**src/rtl/wb_byte_master.sv**
```systemverilog
// Byte-stream command decoder driving a single-beat pipelined Wishbone master.
// 'W'/'R' frames from the UART become one bus transaction each, answered with status/data bytes.
module wb_byte_master #(
  parameter int TIMEOUT_CYCLES = 1024,
  parameter int CNT_W          = 16
) (
  input  logic        i_clk,
  input  logic        i_rstn,
  input  logic [7:0]  i_rx_data,
  input  logic        i_rx_valid,
  output logic        o_rx_ready,
  output logic [7:0]  o_tx_data,
  output logic        o_tx_valid,
  input  logic        i_tx_ready,
  output logic        o_cyc,
  output logic        o_stb,
  output logic        o_we,
  output logic [31:0] o_addr,
  output logic [7:0]  o_wdata,
  output logic        o_sel,
  input  logic        i_stall,
  input  logic        i_ack,
  input  logic [7:0]  i_rdata,
  input  logic        i_err,
  output logic        o_busy
);

  localparam logic [7:0] CMD_WRITE = 8'h57;
  localparam logic [7:0] CMD_READ  = 8'h52;
  localparam logic [7:0] ST_OK     = 8'h06;
  localparam logic [7:0] ST_ERR    = 8'h15;
  localparam logic [7:0] ST_TMO    = 8'h54;
  localparam logic [7:0] ST_UNK    = 8'h3F;
  localparam logic [CNT_W-1:0] TO_LIM = CNT_W'(TIMEOUT_CYCLES);

  typedef enum logic [2:0] {
    S_IDLE, S_ADDR, S_DATA, S_REQ, S_WAIT, S_RSP_STAT, S_RSP_DATA
  } state_t;

  state_t           r_state;
  logic [31:0]      r_addr;
  logic [7:0]       r_wdata;
  logic             r_we;
  logic [7:0]       r_stat;
  logic [7:0]       r_rdata;
  logic [CNT_W-1:0] r_cnt;
  logic [1:0]       r_bcnt;
  logic             r_cyc;
  logic             r_stb;
  logic             r_rx_ready;
  logic             r_tx_valid;
  logic [7:0]       r_tx_data;
  logic             r_busy;

  state_t           w_next;
  logic [31:0]      w_addr;
  logic [7:0]       w_wdata;
  logic             w_we;
  logic [7:0]       w_stat;
  logic [7:0]       w_rdata;
  logic [CNT_W-1:0] w_cnt;
  logic [1:0]       w_bcnt;
  logic             w_rx_hs;
  logic             w_tx_hs;

  assign w_rx_hs = i_rx_valid && r_rx_ready;
  assign w_tx_hs = r_tx_valid && i_tx_ready;

  always_comb begin
    w_next  = r_state;
    w_addr  = r_addr;
    w_wdata = r_wdata;
    w_we    = r_we;
    w_stat  = r_stat;
    w_rdata = r_rdata;
    w_cnt   = r_cnt;
    w_bcnt  = r_bcnt;
    case (r_state)
      S_IDLE: begin
        if (w_rx_hs) begin
          w_bcnt = 2'd0;
          if (i_rx_data == CMD_WRITE) begin
            w_we   = 1'b1;
            w_next = S_ADDR;
          end else if (i_rx_data == CMD_READ) begin
            w_we   = 1'b0;
            w_next = S_ADDR;
          end else begin
            w_stat = ST_UNK;
            w_next = S_RSP_STAT;
          end
        end
      end
      S_ADDR: begin
        if (w_rx_hs) begin
          w_addr = {r_addr[23:0], i_rx_data};
          w_bcnt = r_bcnt + 2'd1;
          if (r_bcnt == 2'd3) begin
            w_cnt  = '0;
            w_next = r_we ? S_DATA : S_REQ;
          end
        end
      end
      S_DATA: begin
        if (w_rx_hs) begin
          w_wdata = i_rx_data;
          w_cnt   = '0;
          w_next  = S_REQ;
        end
      end
      S_REQ, S_WAIT: begin
        // A response only counts once the request has been accepted (no stall in REQ).
        w_cnt = r_cnt + 1'b1;
        if ((r_state == S_WAIT || !i_stall) && i_err) begin
          w_stat = ST_ERR;
          w_next = S_RSP_STAT;
        end else if ((r_state == S_WAIT || !i_stall) && i_ack) begin
          w_stat  = ST_OK;
          w_rdata = i_rdata;
          w_next  = S_RSP_STAT;
        end else if (r_cnt == TO_LIM) begin
          w_stat = ST_TMO;
          w_next = S_RSP_STAT;
        end else if (r_state == S_REQ && !i_stall) begin
          w_next = S_WAIT;
        end
      end
      S_RSP_STAT: begin
        if (w_tx_hs) begin
          w_next = (!r_we && r_stat == ST_OK) ? S_RSP_DATA : S_IDLE;
        end
      end
      S_RSP_DATA: begin
        if (w_tx_hs) begin
          w_next = S_IDLE;
        end
      end
      default: w_next = S_IDLE;
    endcase
  end

  // Every output is decoded from the next state so it leaves a flop.
  always_ff @(posedge i_clk) begin
    if (!i_rstn) begin
      r_state    <= S_IDLE;
      r_addr     <= '0;
      r_wdata    <= '0;
      r_we       <= 1'b0;
      r_stat     <= '0;
      r_rdata    <= '0;
      r_cnt      <= '0;
      r_bcnt     <= '0;
      r_cyc      <= 1'b0;
      r_stb      <= 1'b0;
      r_rx_ready <= 1'b1;
      r_tx_valid <= 1'b0;
      r_tx_data  <= '0;
      r_busy     <= 1'b0;
    end else begin
      r_state    <= w_next;
      r_addr     <= w_addr;
      r_wdata    <= w_wdata;
      r_we       <= w_we;
      r_stat     <= w_stat;
      r_rdata    <= w_rdata;
      r_cnt      <= w_cnt;
      r_bcnt     <= w_bcnt;
      r_cyc      <= (w_next == S_REQ) || (w_next == S_WAIT);
      r_stb      <= (w_next == S_REQ);
      r_rx_ready <= (w_next == S_IDLE) || (w_next == S_ADDR) || (w_next == S_DATA);
      r_tx_valid <= (w_next == S_RSP_STAT) || (w_next == S_RSP_DATA);
      r_busy     <= (w_next != S_IDLE);
      if (w_next == S_RSP_STAT) begin
        r_tx_data <= w_stat;
      end else if (w_next == S_RSP_DATA) begin
        r_tx_data <= w_rdata;
      end
    end
  end

  assign o_rx_ready = r_rx_ready;
  assign o_tx_data  = r_tx_data;
  assign o_tx_valid = r_tx_valid;
  assign o_cyc      = r_cyc;
  assign o_stb      = r_stb;
  assign o_sel      = r_stb;
  assign o_we       = r_we;
  assign o_addr     = r_addr;
  assign o_wdata    = r_wdata;
  assign o_busy     = r_busy;

endmodule

```
**config.mk**
```make
export PLATFORM = sky130hd
export DESIGN_NAME = wb_byte_master
export DESIGN_NICKNAME = d
export VERILOG_FILES = /design/src/rtl/wb_byte_master.sv
export SDC_FILE = /design/constraint.sdc
export NUM_CORES = 1
export LEC_CHECK = 0
export BUFFER_PORTS_ARGS = -buffer_cell sky130_fd_sc_hd__buf_2
export CAP_MARGIN = 20
export CORE_UTILIZATION = 59
export DETAILED_ROUTE_END_ITERATION = 8
export GPL_TIMING_DRIVEN = 0
export PLACE_DENSITY = 0.85
export SLEW_MARGIN = 20
export SYNTH_ARGS = -nofsm -noshare
export SYNTH_HDL_FRONTEND = slang
export SYNTH_SLANG_ARGS = --single-unit
```
**constraint.sdc**
```tcl
create_clock -name i_clk -period 5.2 [get_ports i_clk]
set_clock_uncertainty 0.05 [all_clocks]
set_input_delay 0.78 -clock i_clk [delete_from_list [all_inputs] [get_ports i_clk]]
set_output_delay 0.78 -clock i_clk [all_outputs]
set_load 0.005 [all_outputs]
```
Word-level counts from Yosys, hierarchy flattened:

Cells that the tools add are included.

* register bits after elaboration: 91

* add/sub/neg operators: 2
* multiplexer cells: 36
* eq/ne operators: 21
* reduce and logical (&&, ||, !) cells: 26

Operators by type and width (count)
* 8-bit two-way mux: 11
* 16-bit two-way mux: 3
* 16-bit one-hot mux with 3 select lines: 1
* 3-bit two-way mux: 13
* 3-bit == test (second input constant): 6
* 3-bit one-hot mux with 6 select lines: 1
* 16-bit by 1-bit adder with 16-bit output (second input constant): 1
* 16-bit by 11-bit == test with 1-bit output (second input constant): 1
* 8-bit by 7-bit == test with 1-bit output (second input constant): 2
* 8-bit one-hot mux with 2 select lines: 1
* 3-bit by 2-bit == test with 1-bit output (second input constant): 4
* 8-bit by 3-bit == test with 1-bit output (second input constant): 1
* 2-bit inequality test (second input constant): 4
* 3-bit by 1-bit == test with 1-bit output (second input constant): 2
* 1-bit logical AND: 6
* 3-bit logical NOT: 2
* 3-bit AND reduction: 2
* 2-bit nonzero test: 3
* 3-bit nonzero test: 2
* 1-bit logical OR: 5
* 2-bit two-way mux: 2
* 2-bit one-hot mux with 2 select lines: 1
* 2-bit AND reduction: 2
* 4-bit AND reduction: 1
* other kinds (5): 8

Longest topological paths before layout:

Gate-level depths: netlist of the first run.

* depth in word-level cells: 10
* mapped depth: 9
* mapped depth without buffers: 8

Worst setup path before layout of the first run:

Ideal clock, no wire load.

* path kind: input-to-reg
* start point: input i_rx_data[3]
* end point: register r_tx_data[6] (netlist: o_tx_data[6])
* arrival time: 2025 ps
* path slack: 3022 ps
* stages: 6
* data required time: 5047 ps
* library setup time: 103 ps
* path through: nand4bb_1 > nor3_2 > o211ai_2 > nor2b_4 > and2_1 > a2111oi_2

* cells in the longest elaborated chain, start to end: 7

Ends and longest elaborated chain
* start: declaration: RTL line 9 `input logic [7:0] i_rx_data,`
* 8-bit by 7-bit == test with 1-bit output: RTL line 85 `end else if (i_rx_data == CMD_READ) begin`
* 3-bit two-way mux: RTL line 85
* 3-bit two-way mux: RTL line 82 `if (i_rx_data == CMD_WRITE) begin`
* 3-bit two-way mux: RTL line 80 `if (w_rx_hs) begin`
* 3-bit one-hot mux with 6 select lines: RTL line 78 `case (r_state)`
* 3-bit == test, on equally long branches: RTL line 173, 175
* 8-bit two-way mux / 2-bit nonzero test (equally long branches)
* end signal: assignment: RTL line 174 `r_tx_data <= w_stat;`
* end signal: assignment: RTL line 176 `r_tx_data <= w_rdata;`
* end: declaration: RTL line 52 `logic [7:0] r_tx_data;`

Several ways; a longest one is shown, not always the timed one.
A chain may end at the register's enable or synchronous reset.

Final worst setup path of the first run:

* start point: register r_stat[2]
* end point: register r_tx_data[6] (netlist: o_tx_data[6])

* cells in the longest elaborated chain, start to end: 7

Ends and longest elaborated chain
* start: declaration: RTL line 44 `logic [7:0] r_stat;`
* start signal: assignment: RTL line 164 `r_stat <= w_stat;`
* 8-bit by 3-bit == test with 1-bit output (*): RTL line 130 `w_next = (!r_we && r_stat == ST_OK) ? S_RSP_DATA : S_IDLE;`
* 1-bit logical AND (*): RTL line 130
* 3-bit two-way mux (*): RTL line 130
* 3-bit two-way mux (*): RTL line 129 `if (w_tx_hs) begin`
* 3-bit one-hot mux with 6 select lines (*): RTL line 78
* 3-bit == test, on equally long branches: RTL line 173, 175
* 8-bit two-way mux / 2-bit nonzero test (equally long branches)

Every way passes the cells marked *; elsewhere a longest branch is shown, timed or not.

==> flow_metrics.tcl, run 1 <==
set metrics [dict create \
    syn_area_um2 3960 \
    cp_slowest_cell "o32ai_4" \
    async_reset_ff_frac 0 \
    final_nets 558 \
    wl_per_cell_um 15.2 \
    h-tree-depth 3 \
    crit_chain "nor4bb_1 -> nand3_1 -> o32ai_4 -> nor4_1 -> a2111oi_2" \
    path_buf_inv 0 \
    finalHoldViolCount 0 \
    cp_top_family "simple AND/OR/NAND/NOR gates" \
    ys_seq_elements 91 \
    gp_congestion 0.903 \
    grt_max_degree 16 \
    drtIter0Drc 163 \
    die_w_um 84.0 \
    worstSetupPathType "reg -> reg" \
    fp.dieH_um 84.0 \
    start_util 0.617 \
    grt_pass1_wl_um 15500 \
    fmax_mhz 428 \
    synth_edf_count 0 \
    violations "design-rule violations" \
    rows 29 \
    arrival_ns 2.51 \
    drive_above_1_share 0.242 \
    cts_tree "done" \
    use_met3 0.0682 \
    place_inst 598 \
    finalSetupViolCount 0 \
    synthToLayoutAreaGrowth_pct 17.7 \
    drc 4 \
    p_clk_frac 0.313 \
    drv_cap 0 \
    clk_pin_slew_ns 0.09 \
    yosysSeqAreaShare 0.460 \
    syn_avg_cell_area_um2 8.91 \
    first_pass_iters 6 \
    antenna_found_initial 0 \
    worstPathMaxFanout 7 \
    hold_slack_ns 0.406 \
    combPwrFrac 0.215 \
    yosysUniqueCellTypes 78 \
    via_per_inst 5.78 \
    seq_power_share 0.472 \
    sw_frac_of_total 0.294 \
    grt_pass1_vias 3277 \
    numPortBuffers 76 \
    tns_ns 0 \
    boundaryPins 78 \
    hold_class "reg -> reg" \
    grt_setup_unrepaired "no" \
    busiest_layer "met2" \
    cts_setup_buffers 0 \
    design.core.area_um2 6420 \
    vias 3550 \
    ir_worst_vdd_mv 0.234 \
    cts_buffer_depth 2 \
    stdcell_count 614 \
    leakagePower_nw 1.93 \
    dp_hpwl_um 6740 \
    synth-warning-count 0 \
    num_antenna_cells 0 \
    power_density_nw_per_um2 363 \
    die_area_um2 7050 \
    antenna_left 0 \
    worstSetupEndpointType "register" \
    wl_um 9330 \
    synth_largest_area_cell "dfxtp_1" \
    syn_inst 445 \
    cts_root_buf "clkbuf_8" \
    grt_usage 0.272 \
    p_sw_mw 0.498 \
    slew_violations 0 \
    tightest_slew_ns 0.543 \
    cts-buffers-inserted 9 \
    synth.area.top_cells "dfxtp_1 46%, nand2_1 7.4%, a21oi_1 6.2%" \
    use_met1 0.342 \
    synth_top_area_share 0.460 \
    fin_crit_ns 2.34 \
    post_cts_resized 0 \
    synth_nets 471 \
    run_status "complete, but fails checks" \
    ys.flop_type "dfxtp_1" \
    critPathLaunchType "register" \
    critPathRequiredTime_ns 5.38 \
    holdBufCountCts 0 \
    clk_latency_ns 0.35 \
    critical_path.max_stage_delay_ns 0.51 \
    p_int_mw 1.19 \
    overflow 0 \
    grt.met2_usage 0.441 \
    cts_num_sinks 91 \
    period_share 0.449 \
    max_slew_margin 0.638 \
]
[Yosys cell counts (all sizes together) (5+ instances only)]
cell type	instances
mux2i	16
a31oi	5
nand4	7
o21ai	13
inv	10
nor4b	5
clkbuf	12
dfxtp	91
nand3	13
nor3	8
buf	9
a21oi	49
nor2	49
xor2	12
nand2	79
[through the flow]
step | cell area, um^2 | worst slack [ns] | total power [mW] | util
after floorplan | 3960 | 3.02 | 1.06 | -
after global routing | 4670 | 2.83 | 1.77 | 0.727
after global placement | 4440 | 2.70 | 1.16 | 0.691
after CTS | 4670 | 2.94 | 1.70 | 0.727
final | 4670 | 2.86 | 1.69 | 0.727
after detailed placement | 4440 | 2.59 | 1.17 | 0.691
[layout by cell type (no fill, tap or decap), types with 4 or more instances in the layout]
cell / n
dfxtp_1: 91
o21ai_2: 4
inv_1: 10
nor3_1: 6
o21ai_0: 8
nand3_1: 13
nand2_1: 78
buf_2: 80
nor2_1: 47
xor2_1: 12
clkbuf_1: 12
nand4_1: 7
clkbuf_8: 10
mux2i_1: 16
a31oi_1: 4
a21oi_1: 49
[sequential cells by signal (all words and copies together), names as in the netlist, 2 cells and up]
register,cells
o_addr,32
r_cnt,16
o_tx_data,8
o_wdata,8
r_rdata,8
r_stat,8
r_state,3
r_bcnt,2
[worst register-to-register path, delay by kind of cell, from the launching register on]
| family | cells | cell delay, ns |
|---|---|---|
| compound gates | 2 | 0.89 |
| flops | 1 | 0.35 |
| simple gates | 3 | 0.92 |
[layer usage]
layer  wire, um  up-vias
met1       4040     1676
met5          0        -
met4        245        0
met2       4490      118
met3        548       30
li1           -     1726
[final timing paths]
kind / endpoint / cells past startpoint / slack [ns] / from
worst max-delay path: o_tx_data[6] / 5 / 2.86 / r_stat[2]
worst min-delay path: o_addr[24] / 2 / 0.41 / o_addr[24]
worst max register to register: o_tx_data[6] / 5 / 2.86 / r_stat[2]
worst min register to register: o_addr[24] / 2 / 0.41 / o_addr[24]
[cells by family after synthesis]
logic type | share of synthesized area
DFF | 0.460
and+or+nand+nor | 0.252
buffers and inverters | 0.0391
xor gates and xnor gates | 0.0331
muxes | 0.0404
adders and majority gates | 0.00947
AOI/OAI and AO/OA | 0.167
[power by group through the flow]
| stage | logic [mW] | clock network, mW | registers, mW |
|---|---|---|---|
| floorplan | 0.245 | 0 | 0.810 |
| global placement | 0.346 | 0 | 0.810 |
| detailed placement | 0.355 | 0 | 0.814 |
| CTS | 0.360 | 0.538 | 0.798 |
| global route | 0.395 | 0.568 | 0.807 |
| finish | 0.363 | 0.530 | 0.799 |
[area by class of cell]
class	count	area, um^2
multi-input combinational	322	1990
fill	501	1760
timing repair buffer	76	380
clock inverter	5	85.1
sequential	91	1820
clock buffer	11	141
buffer	21	114
inverter	11	41.3
tap	77	96.3
No activity file was read; power rests on OpenSTA's default activity.
==> run 2, diff against run 1 <==
--- a/config.mk
+++ b/config.mk
@@ -7,10 +7,10 @@
 export LEC_CHECK = 0
 export BUFFER_PORTS_ARGS = -buffer_cell sky130_fd_sc_hd__buf_2
 export CAP_MARGIN = 20
-export CORE_UTILIZATION = 59
+export CORE_UTILIZATION = 49
 export DETAILED_ROUTE_END_ITERATION = 8
 export GPL_TIMING_DRIVEN = 0
-export PLACE_DENSITY = 0.85
+export PLACE_DENSITY = 0.75
 export SLEW_MARGIN = 20
 export SYNTH_ARGS = -nofsm -noshare
 export SYNTH_HDL_FRONTEND = slang
==> constraint.sdc (replaced) <==
create_clock -name i_clk -period 1.9 [get_ports i_clk]
set_clock_uncertainty 0.05 [all_clocks]
set_input_delay 0.285 -clock i_clk [delete_from_list [all_inputs] [get_ports i_clk]]
set_output_delay 0.285 -clock i_clk [all_outputs]
set_load 0.005 [all_outputs]
==> run 2 against run 1 <==
Compared with the run above: the flow finishes with violations (negative setup slack); critical path depth is 4 higher; clock power is 120% higher; worst hold slack worse by 0.28 ns; design area is 10% higher; utilization is 6.4 points lower; fmax is 17% higher; critical endpoint is now o_tx_data[0]; largest cell class unchanged.
==> flow_metrics.tcl, run 2 (synthesized netlist as in run 1, its figures left out) <==
set metrics [dict create \
    tightest_slew_ns 0.570 \
    crit_chain "inv_2 -> ha_4 -> nor4b_4 -> nand4_1 -> buf_6 -> buf_6 -> o211ai_1 -> a21oi_2 -> a221o_1" \
    dp_hpwl_um 6620 \
    finalPower_mw 4.73 \
    grt_pass1_wl_um 16000 \
    numPortBuffers 76 \
    worstSetupEndpointType "register" \
    drv_cap 0 \
    crit_cells 9 \
    arrival_ns 2.19 \
    final_common_cell "dfxtp_1" \
    hold_path_depth 3 \
    first_pass_iters 4 \
    finalSetupViolCount 7 \
    cts_num_sinks 91 \
    ir_worst_vdd_mv 0.660 \
    final_cell_mix "82 x dfxtp_1, 77 x nand2_1, 77 x buf_2" \
    critPathLaunchType "register" \
    largest_reg_flops 32 \
    drc 0 \
    cp_top_family "compound AO/OA/AOI/OAI gates" \
    r2r-end "o_tx_data[0]" \
    fmax_mhz 500 \
    post-route-worst-setup-slack_ns -0.101 \
    period_share 1.05 \
    cp_slowest_cell "dfxtp_2" \
    max_slew_margin 0.620 \
    gp_congestion 0.845 \
    fin_crit_ns 2.00 \
    wl_per_cell_um 14.9 \
    grt_usage 0.237 \
    rows 32 \
    cts_buffer_depth 2 \
    via_per_inst 5.40 \
    violations "negative setup slack" \
    cpMostUsedCell "buf_6" \
    vias 3584 \
    holdBufCountCts 0 \
    leakagePower_nw 2.07 \
    cts_root_buf "clkbuf_8" \
    design.core.area_um2 7770 \
    cts_tree "done" \
    clk_latency_ns 0.35 \
    antenna_found_initial 0 \
    die_area_um2 8450 \
    grt_pass1_vias 3377 \
    wl_um 9890 \
    num_antenna_cells 0 \
    final_nets 583 \
    fill_cells 641 \
    worstPathMaxFanout 4 \
    die_w_um 91.9 \
    antenna_left 0 \
    drive_above_1_share 0.343 \
    clk_pin_slew_ns 0.09 \
    ff2ff_setup_slack_ns -0.10 \
    finalHoldViolCount 0 \
    synthToLayoutAreaGrowth_pct 29.9 \
    drtIter0Drc 187 \
    critPathRequiredTime_ns 2.09 \
    place_ws_ns -0.316 \
    fp.dieH_um 91.9 \
    holdPathEnd "o_addr[3]" \
    utilization 0.663 \
    power_density_nw_per_um2 918 \
    worstSetupPathType "reg -> reg" \
    run_status "complete, but fails checks" \
    start_util 0.510 \
    grt_setup_unrepaired "yes" \
    cts-buffers-inserted 9 \
    min-delay-start "i_rx_data[3]" \
    hold_class "in -> reg" \
    critical_path.max_stage_delay_ns 0.33 \
    overflow 0 \
    path_buf_inv 3 \
    tns_ns -0.336 \
    r2r_cells 9 \
    h-tree-depth 3 \
    grt_max_degree 17 \
    r2r_start "r_cnt[1]" \
    boundaryPins 78 \
    slew_violations 0 \
]
run 2: cell types whose count changed in the layout (fill, tap and decap cells not counted), sizes merged:
cell	previous run	this run
buf	85	110
bufinv	2	0
clkinv	2	4
clkbuf	23	22
clkinvlp	1	2
run 2: worst max path at each step:
stage | startpoint | slack (ns) | endpoint
finish | r_cnt[1] | -0.10 | o_tx_data[0]
global route | r_cnt[1] | -0.22 | o_tx_data[0]
CTS | r_cnt[1] | -0.007 | o_busy
detailed placement | r_cnt[9] | -0.32 | o_tx_data[4]
global placement | r_cnt[0] | -0.32 | o_busy
floorplan | r_cnt[0] | 0.001 | o_busy
run 2: report_power, final:
group	leakage, nW	switching (mW)	internal (mW)
combinational	1.25	0.692	0.642
sequential	0.742	0.127	2.08
clock	0.0831	0.701	0.487
total	2.07	1.52	3.21
run 2: routing by layer:
| layer | global-route usage | share of wire | vias to the layer above |
|---|---|---|---|
| met5 | 0 | 0 | - |
| met4 | 0.0964 | 0.022 | 0 |
| met3 | 0.0506 | 0.047 | 20 |
| met2 | 0.389 | 0.49 | 91 |
| met1 | 0.301 | 0.44 | 1692 |
| li1 | - | - | 1781 |
run 2: per-stage QoR:
step / hold slack [ns] / cell area (um^2) / std cells
final: 0.130 / 5150 / 664
after global routing: 0.124 / 5150 / 664
after CTS: 0.125 / 4980 / 657
after detailed placement: 0.395 / 4470 / 623
after global placement: 0.393 / 4470 / 623
after floorplan: 0.346 / 3960 / 445
run 2: layout make-up:
cell class,instances,area (um^2),share of cell area
Multi-Input combinational cell,322,2220,0.432
Clock buffer,10,128,0.0248
Tap cell,102,128,0.0248
Inverter,11,41.3,0.00802
Clock inverter,6,50.0,0.00972
Timing Repair Buffer,102,619,0.120
Sequential cell,91,1840,0.357
Buffer,20,121,0.0236
run 2: worst min-delay path: stages:
cell	delay, ns
buf_2	0.11
nand2_1	0.05
a21oi_1	0.05
run 2: timing repair:
action / in CTS / in global routing
setup endpoints to repair: 32 / 60
gates resized for setup: 39 / 31
buffers inserted: 19 / 7
pin swaps: 14 / 19
==> run 3, diff against run 2 <==
--- a/config.mk
+++ b/config.mk
@@ -5,12 +5,11 @@
 export SDC_FILE = /design/constraint.sdc
 export NUM_CORES = 1
 export LEC_CHECK = 0
+export ABC_AREA = 1
 export BUFFER_PORTS_ARGS = -buffer_cell sky130_fd_sc_hd__buf_2
 export CAP_MARGIN = 20
-export CORE_UTILIZATION = 49
+export CORE_UTILIZATION = 40
 export DETAILED_ROUTE_END_ITERATION = 8
-export GPL_TIMING_DRIVEN = 0
-export PLACE_DENSITY = 0.75
 export SLEW_MARGIN = 20
 export SYNTH_ARGS = -nofsm -noshare
 export SYNTH_HDL_FRONTEND = slang
==> run 3 against run 2 <==
Compared with the run above: the run now ends clean; non-clock buffer count down 7; sequential share of layout area down 2.0 points; synthesized area up 8.8%; total power up 44%; routed wire length up 17%; combinational power up 110%.
==> flow_metrics.tcl, run 3 <==
set metrics [dict create \
    run_status "finished, final reports clean" \
    synth.area.top_cells "dfxtp_1 42%, nor2_1 12%, nand2_1 7.5%" \
    largest_reg_flops 32 \
    synth-warning-count 0 \
    tightest_slew_ns 0.430 \
    r2r_cells 13 \
    holdPathEnd "r_rdata[1]" \
    min-delay-start "i_rdata[1]" \
    overflow 0 \
    final_cell_mix "129 x nor2_1, 84 x dfxtp_1, 83 x nand2_1" \
    boundaryPins 78 \
    drc 0 \
    hold_slack_ns 0.124 \
    syn_avg_cell_area_um2 7.09 \
    hold_class "in -> reg" \
    syn_inst 608 \
    synth_nets 634 \
    holdBufCountCts 0 \
    grt_pass1_vias 4130 \
    worstSetupPathType "reg -> reg" \
    dp_hpwl_um 8370 \
    post-route-worst-setup-slack_ns 0.0390 \
    first_pass_iters 4 \
    cts_root_buf "clkbuf_8" \
    fmax_mhz 537 \
    cts-buffers-inserted 9 \
    syn_area_um2 4310 \
    design.core.area_um2 10400 \
    r2r_start "r_bcnt[0]" \
    power_density_nw_per_um2 1250 \
    cts_buffer_depth 2 \
    yosysSeqAreaShare 0.423 \
    period_share 0.979 \
    worstSetupEndpointType "register" \
    ff2ff_setup_slack_ns 0.04 \
    final_nets 739 \
    ir_worst_vdd_mv 0.562 \
    place_ws_ns -0.0301 \
    h-tree-depth 3 \
    cts_num_sinks 91 \
    ys_seq_elements 91 \
    stdcell_area_um2 5450 \
    slew_violations 0 \
    antenna_left 0 \
    synth.most_common_cell "nor2_1" \
    place_area_um2 4960 \
    arrival_ns 2.09 \
    synth_largest_area_cell "dfxtp_1" \
    yosysUniqueCellTypes 35 \
    finalPower_mw 6.81 \
    grt_setup_unrepaired "yes" \
    ys.flop_type "dfxtp_1" \
    via_per_inst 5.03 \
    wl_per_cell_um 13.6 \
    leakagePower_nw 2.68 \
    numPortBuffers 77 \
    async_reset_ff_frac 0 \
    synth_common_cells "134 x nor2_1, 91 x dfxtp_1, 86 x nand2_1" \
    start_util 0.416 \
    hold_path_depth 3 \
    cts_tree "done" \
    antenna_found_initial 0 \
    die_w_um 106 \
    fp.dieH_um 106 \
    synthToLayoutAreaGrowth_pct 26.4 \
    critPathLaunchType "register" \
    gp_congestion 0.838 \
    fin_crit_ns 1.86 \
    rows 37 \
    drv_cap 0 \
    clk_latency_ns 0.37 \
    die_area_um2 11200 \
    drtIter0Drc 231 \
    finalHoldViolCount 0 \
    vias 4296 \
    synth_edf_count 0 \
    clk_pin_slew_ns 0.11 \
    synth_top_area_share 0.423 \
    grt_usage 0.210 \
    max_slew_margin 0.711 \
    r2r-end "o_tx_data[7]" \
    final_common_cell "nor2_1" \
    finalSetupViolCount 0 \
    wl_um 11600 \
    num_antenna_cells 0 \
    worstPathMaxFanout 9 \
    critPathRequiredTime_ns 2.13 \
    grt_max_degree 42 \
    drive_above_1_share 0.286 \
    grt_pass1_wl_um 18900 \
]
## run 3: cell types whose count changed after synthesis, sizes merged, moves of 11 or more
cell and delta:
xor2 -11, nand3 +32, inv +51, mux2i -15, nand2 +21, a21oi -18
nor2 +92, o21ai +44
## run 3: cells by family after synthesis
kind of cell,after synthesis,share of synthesized area
muxes,1,0.00232
xor gates and xnor gates,1,0.00203
and+or+nand+nor,328,0.363
adders and majority gates,3,0.00871
buffers and inverters,84,0.0781
DFF,91,0.423
AOI/OAI and AO/OA,100,0.123
## run 3: critical path, stage by stage, from the launching register on
cell and delay, ns:
dfxtp_1 0.33, ha_1 0.19, inv_1 0.05, nor2_1 0.05
nor2_1 0.17, nor2_1 0.07, nor2_1 0.19, nor2_4 0.08
nand2_4 0.14, nand3_4 0.15, nand3_2 0.12, nand3_2 0.09
nand2_2 0.08, inv_2 0.03
## run 3: what timing repair did
action	CTS	global route
buffers inserted	0	12
pin swaps	0	16
gates resized for setup	3	44
setup endpoints to repair	4	16
gates cloned	0	1
## run 3: how the worst max path moves through the flow
stage | cells after the start | endpoint | start | slack, ns
floorplan | 13 | o_tx_data[2] | r_cnt[0] | 0.20
global placement | 11 | o_tx_data[7] | r_state[0] | 0.05
detailed placement | 11 | o_tx_data[2] | r_state[0] | -0.03
CTS | 13 | o_tx_data[2] | r_cnt[1] | 0.005
global route | 13 | o_tx_data[2] | r_cnt[0] | -0.09
finish | 13 | o_tx_data[7] | r_bcnt[0] | 0.04
## run 3: report_power, final
group          internal, mW  total, mW  leakage, nW  switching [mW]
sequential             2.30       2.57        0.742           0.270
clock                 0.673       1.45        0.107           0.777
combinational          1.10       2.79         1.83            1.69
total                  4.07       6.81         2.68            2.74
## run 3: layout make-up
| type | count | area [um^2] |
|---|---|---|
| inverters | 62 | 238 |
| fillers | 1020 | 4920 |
| clock inverters | 6 | 77.6 |
| repair buffers | 115 | 678 |
| clock buffers | 10 | 138 |
| well taps | 136 | 170 |
| flip-flops and latches | 91 | 1840 |
| multi-input cells | 434 | 2310 |
## run 3: metrics by stage
stage	setup TNS, ns	instances	util
after CTS	0	841	0.500
after detailed placement	-0.0491	825	0.478
after global routing	-0.544	854	0.525
after floorplan	0	608	-
final	0	854	0.525
after global placement	0	825	0.478
## run 3: layer usage
metal,track usage,share of wire,wire (um),vias to the layer above
met5,0,0,0,-
met4,0.0685,0.012,144,0
met3,0.0464,0.046,537,13
met2,0.350,0.47,5420,102
met1,0.267,0.47,5500,1985
li1,-,-,-,2196
